<file path="src/rtl/frame_bmp_streamer.sv">
// frame_bmp_streamer
//   Read side of the frame buffer. After a start request it walks the stored
//   RGB frame and serialises it as a complete 24-bit BMP file: the 54-byte
//   header, then the pixel rows bottom-up in B,G,R order, each row zero-padded
//   to a multiple of 4 bytes.
//
// Ports
//   CAMERA_CLK        clock
//   rst               synchronous, active-high reset (aborts a dump at once)
//   start             request one frame dump (only looked at while idle)
//   rd_en             frame buffer read strobe, one cycle per pixel
//   rd_row / rd_col   pixel address presented with rd_en
//   rd_R/rd_G/rd_B    pixel data, valid RD_LAT cycles after rd_en
//   out_byte          stream byte
//   out_valid         out_byte is valid
//   out_ready         sink accepts the byte this cycle
//   busy              high from start acceptance until the dump finishes
//   done              one-cycle pulse after the final byte has been accepted
module frame_bmp_streamer #(
  parameter int WIDTH          = 768,
  parameter int HEIGHT         = 512,
  parameter int BMP_HEADER_NUM = 54,
  parameter int RD_LAT         = 1,
  parameter int COORD_W        = 11
) (
  input  logic               CAMERA_CLK,
  input  logic               rst,
  input  logic               start,
  output logic               rd_en,
  output logic [COORD_W-1:0] rd_row,
  output logic [COORD_W-1:0] rd_col,
  input  logic [7:0]         rd_R,
  input  logic [7:0]         rd_G,
  input  logic [7:0]         rd_B,
  output logic [7:0]         out_byte,
  output logic               out_valid,
  input  logic               out_ready,
  output logic               busy,
  output logic               done
);

  localparam int ROWBYTES  = ((WIDTH * 3 + 3) / 4) * 4;
  localparam int PAD_BYTES = ROWBYTES - WIDTH * 3;

  localparam logic [31:0] IMGSIZE  = 32'(ROWBYTES * HEIGHT);
  localparam logic [31:0] FILESIZE = 32'(BMP_HEADER_NUM) + IMGSIZE;

  localparam logic [5:0]         HDR_LAST  = 6'(BMP_HEADER_NUM - 1);
  localparam logic [COORD_W-1:0] COL_LAST  = COORD_W'(WIDTH - 1);
  localparam logic [COORD_W-1:0] ROW_FIRST = COORD_W'(HEIGHT - 1);
  localparam logic [1:0]         PAD_LAST  = 2'(PAD_BYTES - 1);
  localparam logic [1:0]         LAT_LAST  = 2'(RD_LAT - 1);

  typedef enum logic [3:0] {
    S_IDLE,
    S_HEADER,
    S_FETCH,
    S_WAIT,
    S_EMIT_B,
    S_EMIT_G,
    S_EMIT_R,
    S_PAD,
    S_DONE
  } state_t;

  state_t     state;
  logic [5:0] hdrIdx;
  logic [1:0] padCnt;
  logic [1:0] waitCnt;
  logic       xfer;
  logic       capture;

  // Green and red wait here while blue goes straight to out_byte.
  logic [7:0] pixG_p1;
  logic [7:0] pixR_p1;

  assign xfer    = out_valid && out_ready;
  assign capture = (state == S_WAIT) && (waitCnt == LAT_LAST);

  // Header byte at offset idx. Every field after 'BM' is a 32-bit word
  // starting at offset 2 (planes/bpp share one word), so the offset minus 2
  // splits cleanly into a word number and a byte lane.
  function automatic logic [7:0] headerByte(input logic [5:0] idx);
    logic [5:0]  off;
    logic [31:0] field;
    off = idx - 6'd2;
    case (off[5:2])
      4'd0:    field = FILESIZE;
      4'd2:    field = 32'(BMP_HEADER_NUM);
      4'd3:    field = 32'd40;
      4'd4:    field = 32'(WIDTH);
      4'd5:    field = 32'(HEIGHT);
      4'd6:    field = 32'h0018_0001;   // planes = 1, bpp = 24
      4'd8:    field = IMGSIZE;
      default: field = 32'd0;
    endcase
    if (idx == 6'd0)      headerByte = 8'h42;
    else if (idx == 6'd1) headerByte = 8'h4D;
    else                  headerByte = field[{off[1:0], 3'b000} +: 8];
  endfunction

  // ---- capture stage: pixel data arrives on the last WAIT cycle ----
  always_ff @(posedge CAMERA_CLK) begin
    if (capture) begin
      pixG_p1 <= rd_G;
      pixR_p1 <= rd_R;
    end
  end

  // rd_row / rd_col double as the scan position. The end-of-row decision is
  // taken in the same cycle as the last EMIT_R or PAD transfer, so there is
  // no separate row-end cycle.
  always_ff @(posedge CAMERA_CLK) begin
    if (rst) begin
      state     <= S_IDLE;
      rd_en     <= 1'b0;
      rd_row    <= '0;
      rd_col    <= '0;
      out_byte  <= 8'h00;
      out_valid <= 1'b0;
      busy      <= 1'b0;
      done      <= 1'b0;
      hdrIdx    <= '0;
      padCnt    <= '0;
      waitCnt   <= '0;
    end else begin
      case (state)
        S_IDLE: begin
          if (start) begin
            state     <= S_HEADER;
            busy      <= 1'b1;
            hdrIdx    <= '0;
            rd_row    <= ROW_FIRST;
            rd_col    <= '0;
            out_byte  <= headerByte(6'd0);
            out_valid <= 1'b1;
          end
        end

        S_HEADER: begin
          if (xfer) begin
            if (hdrIdx == HDR_LAST) begin
              state     <= S_FETCH;
              out_valid <= 1'b0;
              rd_en     <= 1'b1;
            end else begin
              hdrIdx   <= hdrIdx + 6'd1;
              out_byte <= headerByte(hdrIdx + 6'd1);
            end
          end
        end

        S_FETCH: begin
          rd_en   <= 1'b0;
          waitCnt <= '0;
          state   <= S_WAIT;
        end

        S_WAIT: begin
          if (capture) begin
            out_byte  <= rd_B;
            out_valid <= 1'b1;
            state     <= S_EMIT_B;
          end else begin
            waitCnt <= waitCnt + 2'd1;
          end
        end

        S_EMIT_B: begin
          if (xfer) begin
            out_byte <= pixG_p1;
            state    <= S_EMIT_G;
          end
        end

        S_EMIT_G: begin
          if (xfer) begin
            out_byte <= pixR_p1;
            state    <= S_EMIT_R;
          end
        end

        S_EMIT_R: begin
          if (xfer) begin
            if (rd_col != COL_LAST) begin
              rd_col    <= rd_col + COORD_W'(1);
              rd_en     <= 1'b1;
              out_valid <= 1'b0;
              state     <= S_FETCH;
            end else if (PAD_BYTES > 0) begin
              padCnt   <= '0;
              out_byte <= 8'h00;
              state    <= S_PAD;
            end else if (rd_row != '0) begin
              rd_row    <= rd_row - COORD_W'(1);
              rd_col    <= '0;
              rd_en     <= 1'b1;
              out_valid <= 1'b0;
              state     <= S_FETCH;
            end else begin
              out_valid <= 1'b0;
              busy      <= 1'b0;
              done      <= 1'b1;
              state     <= S_DONE;
            end
          end
        end

        S_PAD: begin
          if (xfer) begin
            if (padCnt != PAD_LAST) begin
              padCnt <= padCnt + 2'd1;
            end else if (rd_row != '0) begin
              rd_row    <= rd_row - COORD_W'(1);
              rd_col    <= '0;
              rd_en     <= 1'b1;
              out_valid <= 1'b0;
              state     <= S_FETCH;
            end else begin
              out_valid <= 1'b0;
              busy      <= 1'b0;
              done      <= 1'b1;
              state     <= S_DONE;
            end
          end
        end

        S_DONE: begin
          done  <= 1'b0;
          state <= S_IDLE;
        end

        default: begin
          state     <= S_IDLE;
          rd_en     <= 1'b0;
          out_valid <= 1'b0;
          busy      <= 1'b0;
          done      <= 1'b0;
        end
      endcase
    end
  end

endmodule
</file>
<file path="config.mk">
export PLATFORM = sky130hd
export DESIGN_NAME = frame_bmp_streamer
export DESIGN_NICKNAME = d
export VERILOG_FILES = /design/src/rtl/frame_bmp_streamer.sv
export SDC_FILE = /design/constraint.sdc
export NUM_CORES = 1
export LEC_CHECK = 0
export ABC_CLOCK_PERIOD_IN_PS = 6000
export BUFFER_PORTS_ARGS = -buffer_cell sky130_fd_sc_hd__clkbuf_2
export CAP_MARGIN = 20
export CELL_PAD_IN_SITES_DETAIL_PLACEMENT = 1
export CELL_PAD_IN_SITES_GLOBAL_PLACEMENT = 1
export CORE_ASPECT_RATIO = 0.8
export CORE_MARGIN = 2
export CORE_UTILIZATION = 32
export DETAILED_ROUTE_END_ITERATION = 12
export PLACE_DENSITY = 0.6
export SYNTH_ARGS = -nofsm -noshare
export SYNTH_HDL_FRONTEND = slang
export SYNTH_SLANG_ARGS = --single-unit
</file>
<file path="constraint.sdc">
create_clock -name CAMERA_CLK -period 6 [get_ports CAMERA_CLK]
set_clock_uncertainty 0.15 [all_clocks]
set_input_delay 0.6 -clock CAMERA_CLK [delete_from_list [all_inputs] [get_ports CAMERA_CLK]]
set_output_delay 0.6 -clock CAMERA_CLK [all_outputs]
set_load 0.02 [all_outputs]
</file>
==> reports/results.md <==
| Step | Item | Reported |
|:---|:---|:---|
| power | Total net switching power | 0.8014 mW |
| place | Placed cell count | 655 |
| detailed routing | Total routed wirelength | 12.21 mm |
| die | Die Footprint | 0.01319 mm2 |
| sta | FMAX | 0.2840 GHz |
| hold path | Hold Crit Endpoint | pixR_p1[5] |
| logic synthesis | Share of synthesized flip-flops with an asynchronous set or reset | 0% |
| setup path | Type of element launching the critical path | flop |
| cells and area | Diode insertion count for antenna repair | 0 |
| setup path | Worst reg-to-reg path cell count | 10 |
| logic synthesis | Count of distinct cell types in the synthesized netlist | 74 |
| logic synthesis | Top cells by instance count after synthesis | 54 x sky130_fd_sc_hd__nor2_1, 48 x sky130_fd_sc_hd__dfxtp_1, 38 x sky130_fd_sc_hd__a21oi_1 |
| grt | Total congestion overflow after global routing | 0 |
| clock tree | Number of buffers inserted to repair setup after CTS | 0 |
| die | Row Count | 36 |
| setup path | Crit path capture type | flop |
| sta | Relative slew slack | 34.43% |
| place | Placed cell area | 0.004308 mm2 |
| grt | Combined global-route utilization of all metal layers | 19.07% |
| die | Number of top-level pins | 62 |
| logic synthesis | Most area-consuming cells after synthesis | sky130_fd_sc_hd__dfxtp_1 24%, sky130_fd_sc_hd__edfxtp_1 12%, sky130_fd_sc_hd__nor2_1 5.2% |
| cells and area | Post-layout instance count excluding filler cells | 672 |
| setup path | Critical-path maximum fanout | 15 |
| detailed routing | Routed vias/inst | 5.638 |
| clock tree | CTS max path bufs | 2 |
| clock tree | Root buffer cell | sky130_fd_sc_hd__clkbuf_16 |
| hold path | Min-Delay Path Depth | 1 |
| clock tree | Clock transition at the registers of the reported paths | 60 ps |
| grt | Initial antenna violation count | 0 |
| clock tree | Clock insertion delay at the later pin of the skew report | 330 ps |
| sta | Final count of pins violating max slew | 0 |
| power | Register share of total power | 32.3% |
| logic synthesis | Synth warnings | 0 |
| place | Number of I/O port buffers | 61 |
| die | Die span in y | 103.1 um |
| grt | Maximum number of pins on one net before global-route repair | 52 |
| logic synthesis | Number of nets produced by synthesis | 508 |
| detailed routing | Routed via count | 3789 |
| logic synthesis | Synth top area share | 24.45% |
| clock tree | Maximum level of the CTS H-tree | 3 |
| power | Ratio of total power to cell area | 416.3 mW/mm2 |
| setup path | Worst setup path class | flop to flop |
| clock tree | Number of buffers created by CTS | 9 |
| logic synthesis | Cell area after technology mapping | 0.003930 mm2 |
| grt | First-pass GRT wire length | 19.87 mm |
| place | HPWL reported at the end of detailed placement | 8.712 mm |
| run | Max-cap viol count | 0 |
| place | Pre-CTS setup slack | 2543 ps |
| logic synthesis | Library cell occupying the most area in the post-synthesis netlist | sky130_fd_sc_hd__dfxtp_1 |
| die | Starting utilization of the core area | 32.56% |
| logic synthesis | Most used standard cell by instance count after synthesis | sky130_fd_sc_hd__nor2_1 |
| cells and area | Number of nets at the end of the flow | 551 |
| hold path | Min-Delay Path Class | primary input to flop |
| cells and area | Share of post-route cells with drive strength above 1 | 19.04% |
| clock tree | Number of hold buffers added after cts | 0 |
| die | Floorplan core area | 0.01207 mm2 |
| sta | Count of endpoints failing hold in the final timing report | 0 |
| logic synthesis | Sequential element share of the synthesized area | 36.68% |
| sta | Final WS setup | 2478 ps |
| setup path | Worst reg2reg startpoint | hdrIdx[0] |
| cells and area | Post-route cell area | 0.004612 mm2 |
| die | Die boundary width | 127.9 um |
| setup path | Worst endpoint required time | 6110 ps |
| clock tree | TritonCTS clock tree | yes |
| setup path | Arrival time at the worst endpoint | 3630 ps |
| sta | Final-layout setup total negative slack | 0 ps |
| outcome | Status | finished clean |
| power | Leakage power total | 1.756 nW |
| sta | Period Utilization, post-route | 58.69% |
| detailed routing | DR pass1 iterations | 4 |
| logic synthesis | Number of flops mapped to enable cells by yosys | 16 |
| power | Internal power contribution | 1.119 mW |
| logic synthesis | Average size of a mapped cell | 8.326 um2 |
| setup path | Endpoint of the worst register-to-register path | out_byte[3] |
| logic synthesis | Top flip-flop cell by instance count after synthesis | sky130_fd_sc_hd__dfxtp_1 |
| cells and area | Layout overhead on the synthesized area | 17.35% |
| power | Power share of the combinational group | 40.1% |
| detailed routing | WL per Instance | 18.17 um |
| detailed routing | DRC errors left | 0 |
| power | Switching power share of the total | 41.74% |
| sta | Final setup violation count | 0 |
| sta | Worst-margin pin slew | 976.1 ps |
| power | Maximum vdd drop | 241.4 uV |
| detailed routing | Antenna Nets Post-Route | 0 |
| place | Final weighted congestion of routability-driven global placement | 0.8536 |
| setup path | Setup slack of the most critical reg-to-reg path | 2480 ps |
| clock tree | PostCTS Resize Cnt | 0 |
| grt | Vias in the first global route | 3732 |
| logic synthesis | Syn Inst Count | 472 |
| detailed routing | Number of design-rule violations left by the first detailed-router iteration | 265 |
| sta | Final critical delay including setup and external delays | 3522 ps |
| cells and area | Count of fill cells added during filler insertion | 1423 |
| sta | RSZ-0062 raised after global routing | no |
| power | Share of power burned in the clock network | 27.6% |
| hold path | Min-Delay Startpoint | rd_R[5] |
| clock tree | CTS sink count | 64 |
| logic synthesis | Flip-flop and latch count after synthesis | 64 |
sequential cells by signal, summed over array words and instances (netlist names):
name and flops:
state 4, rd_row 11, done 1, pixR_p1 8
out_valid 1, pixG_p1 8, padCnt 2, waitCnt 2
rd_en 1, hdrIdx 6, rd_col 11, out_byte 8
busy 1
worst max-delay path, stage by stage (launching register included):
cell and delay, ps:
sky130_fd_sc_hd__dfxtp_1 510, sky130_fd_sc_hd__inv_1 200, sky130_fd_sc_hd__ha_1 620, sky130_fd_sc_hd__inv_1 180, sky130_fd_sc_hd__ha_1 410, sky130_fd_sc_hd__nand2_1 90, sky130_fd_sc_hd__or4_1 470, sky130_fd_sc_hd__o2bb2ai_1 160
sky130_fd_sc_hd__a32oi_1 120, sky130_fd_sc_hd__o311ai_0 390, sky130_fd_sc_hd__o2bb2ai_1 150
metrics by stage:
step           total power [mW]  utilization [%]  hold WS, ps
2_1_floorplan             1.186                -        286.3
3_3_place_gp              1.372            35.69        292.6
3_5_place_dp              1.391            35.69        304.8
4_1_cts                   1.927            38.14        283.3
5_1_grt                   2.053            38.20        280.7
6_report                  1.920            38.20        291.1
worst max path at each step:
| stage | end | startpoint |
|---|---|---|
| final | out_byte[3] | hdrIdx[0] |
| after global routing | out_byte[3] | hdrIdx[0] |
| after CTS | out_byte[3] | hdrIdx[0] |
| after detailed placement | out_byte[3] | hdrIdx[0] |
| after global placement | out_byte[3] | hdrIdx[0] |
| after floorplan | out_byte[3] | hdrIdx[0] |
cell families (layout without fill, tap and decap cells):
kind of cell | Yosys count | count (layout) | share of synthesized area (%)
simple gates | 195 | 195 | 26.17
buf+inv | 48 | 96 | 4.903
fa+ha+maj | 8 | 8 | 2.547
flops | 64 | 64 | 36.68
compound gates | 138 | 138 | 24.93
xor+xnor | 14 | 14 | 3.470
mux | 5 | 5 | 1.305
final cells by class:
| cell class | count | area, um2 | area share [%] |
|---|---|---|---|
| tap | 152 | 190.2 | 4.124 |
| clock inverter | 7 | 71.32 | 1.546 |
| timing repair buffer | 64 | 327.8 | 7.108 |
| inverter | 16 | 60.06 | 1.302 |
| clock buffer | 9 | 225.2 | 4.883 |
| sequential | 64 | 1441 | 31.25 |
| multi-input combinational | 360 | 2296 | 49.78 |
per-layer routing:
metal	up-vias	GRT usage, %	part of all wire (%)
li1	1858	-	-
met1	1849	27.77	52
met2	78	29.41	44
met3	4	3.581	3.8
met4	0	4.142	0.47
met5	-	0	0
power groups by stage:
stage,logic (mW),clock network [mW],registers (mW)
final,0.770,0.529,0.621
after global routing,0.857,0.561,0.636
after CTS,0.766,0.541,0.620
after detailed placement,0.762,0,0.629
after global placement,0.749,0,0.623
after floorplan,0.565,0,0.621
cells in the final DEF (no fill, tap or decap), types with 4 or more instances in the layout:
cell,instances
sky130_fd_sc_hd__a211oi_1,10
sky130_fd_sc_hd__a21o_1,4
sky130_fd_sc_hd__a21oi_1,38
sky130_fd_sc_hd__a222oi_1,7
sky130_fd_sc_hd__a311oi_1,5
sky130_fd_sc_hd__a31oi_1,13
sky130_fd_sc_hd__a41oi_1,6
sky130_fd_sc_hd__and2_1,5
sky130_fd_sc_hd__and3_1,4
sky130_fd_sc_hd__clkbuf_16,9
sky130_fd_sc_hd__clkbuf_2,61
sky130_fd_sc_hd__dfxtp_1,48
sky130_fd_sc_hd__edfxtp_1,16
sky130_fd_sc_hd__ha_1,8
sky130_fd_sc_hd__inv_1,16
sky130_fd_sc_hd__mux2i_1,4
sky130_fd_sc_hd__nand2_1,32
sky130_fd_sc_hd__nand2b_1,8
sky130_fd_sc_hd__nand3_1,15
sky130_fd_sc_hd__nand3b_1,6
sky130_fd_sc_hd__nor2_1,54
sky130_fd_sc_hd__nor2b_1,5
sky130_fd_sc_hd__nor3_1,23
sky130_fd_sc_hd__nor4_1,9
sky130_fd_sc_hd__o21a_1,5
sky130_fd_sc_hd__o21ai_0,13
sky130_fd_sc_hd__o22ai_1,5
sky130_fd_sc_hd__or2_2,4
sky130_fd_sc_hd__or3_1,6
sky130_fd_sc_hd__or4_1,4
sky130_fd_sc_hd__xnor2_1,5
sky130_fd_sc_hd__xor2_1,8
(Power assumes the default switching activity.)
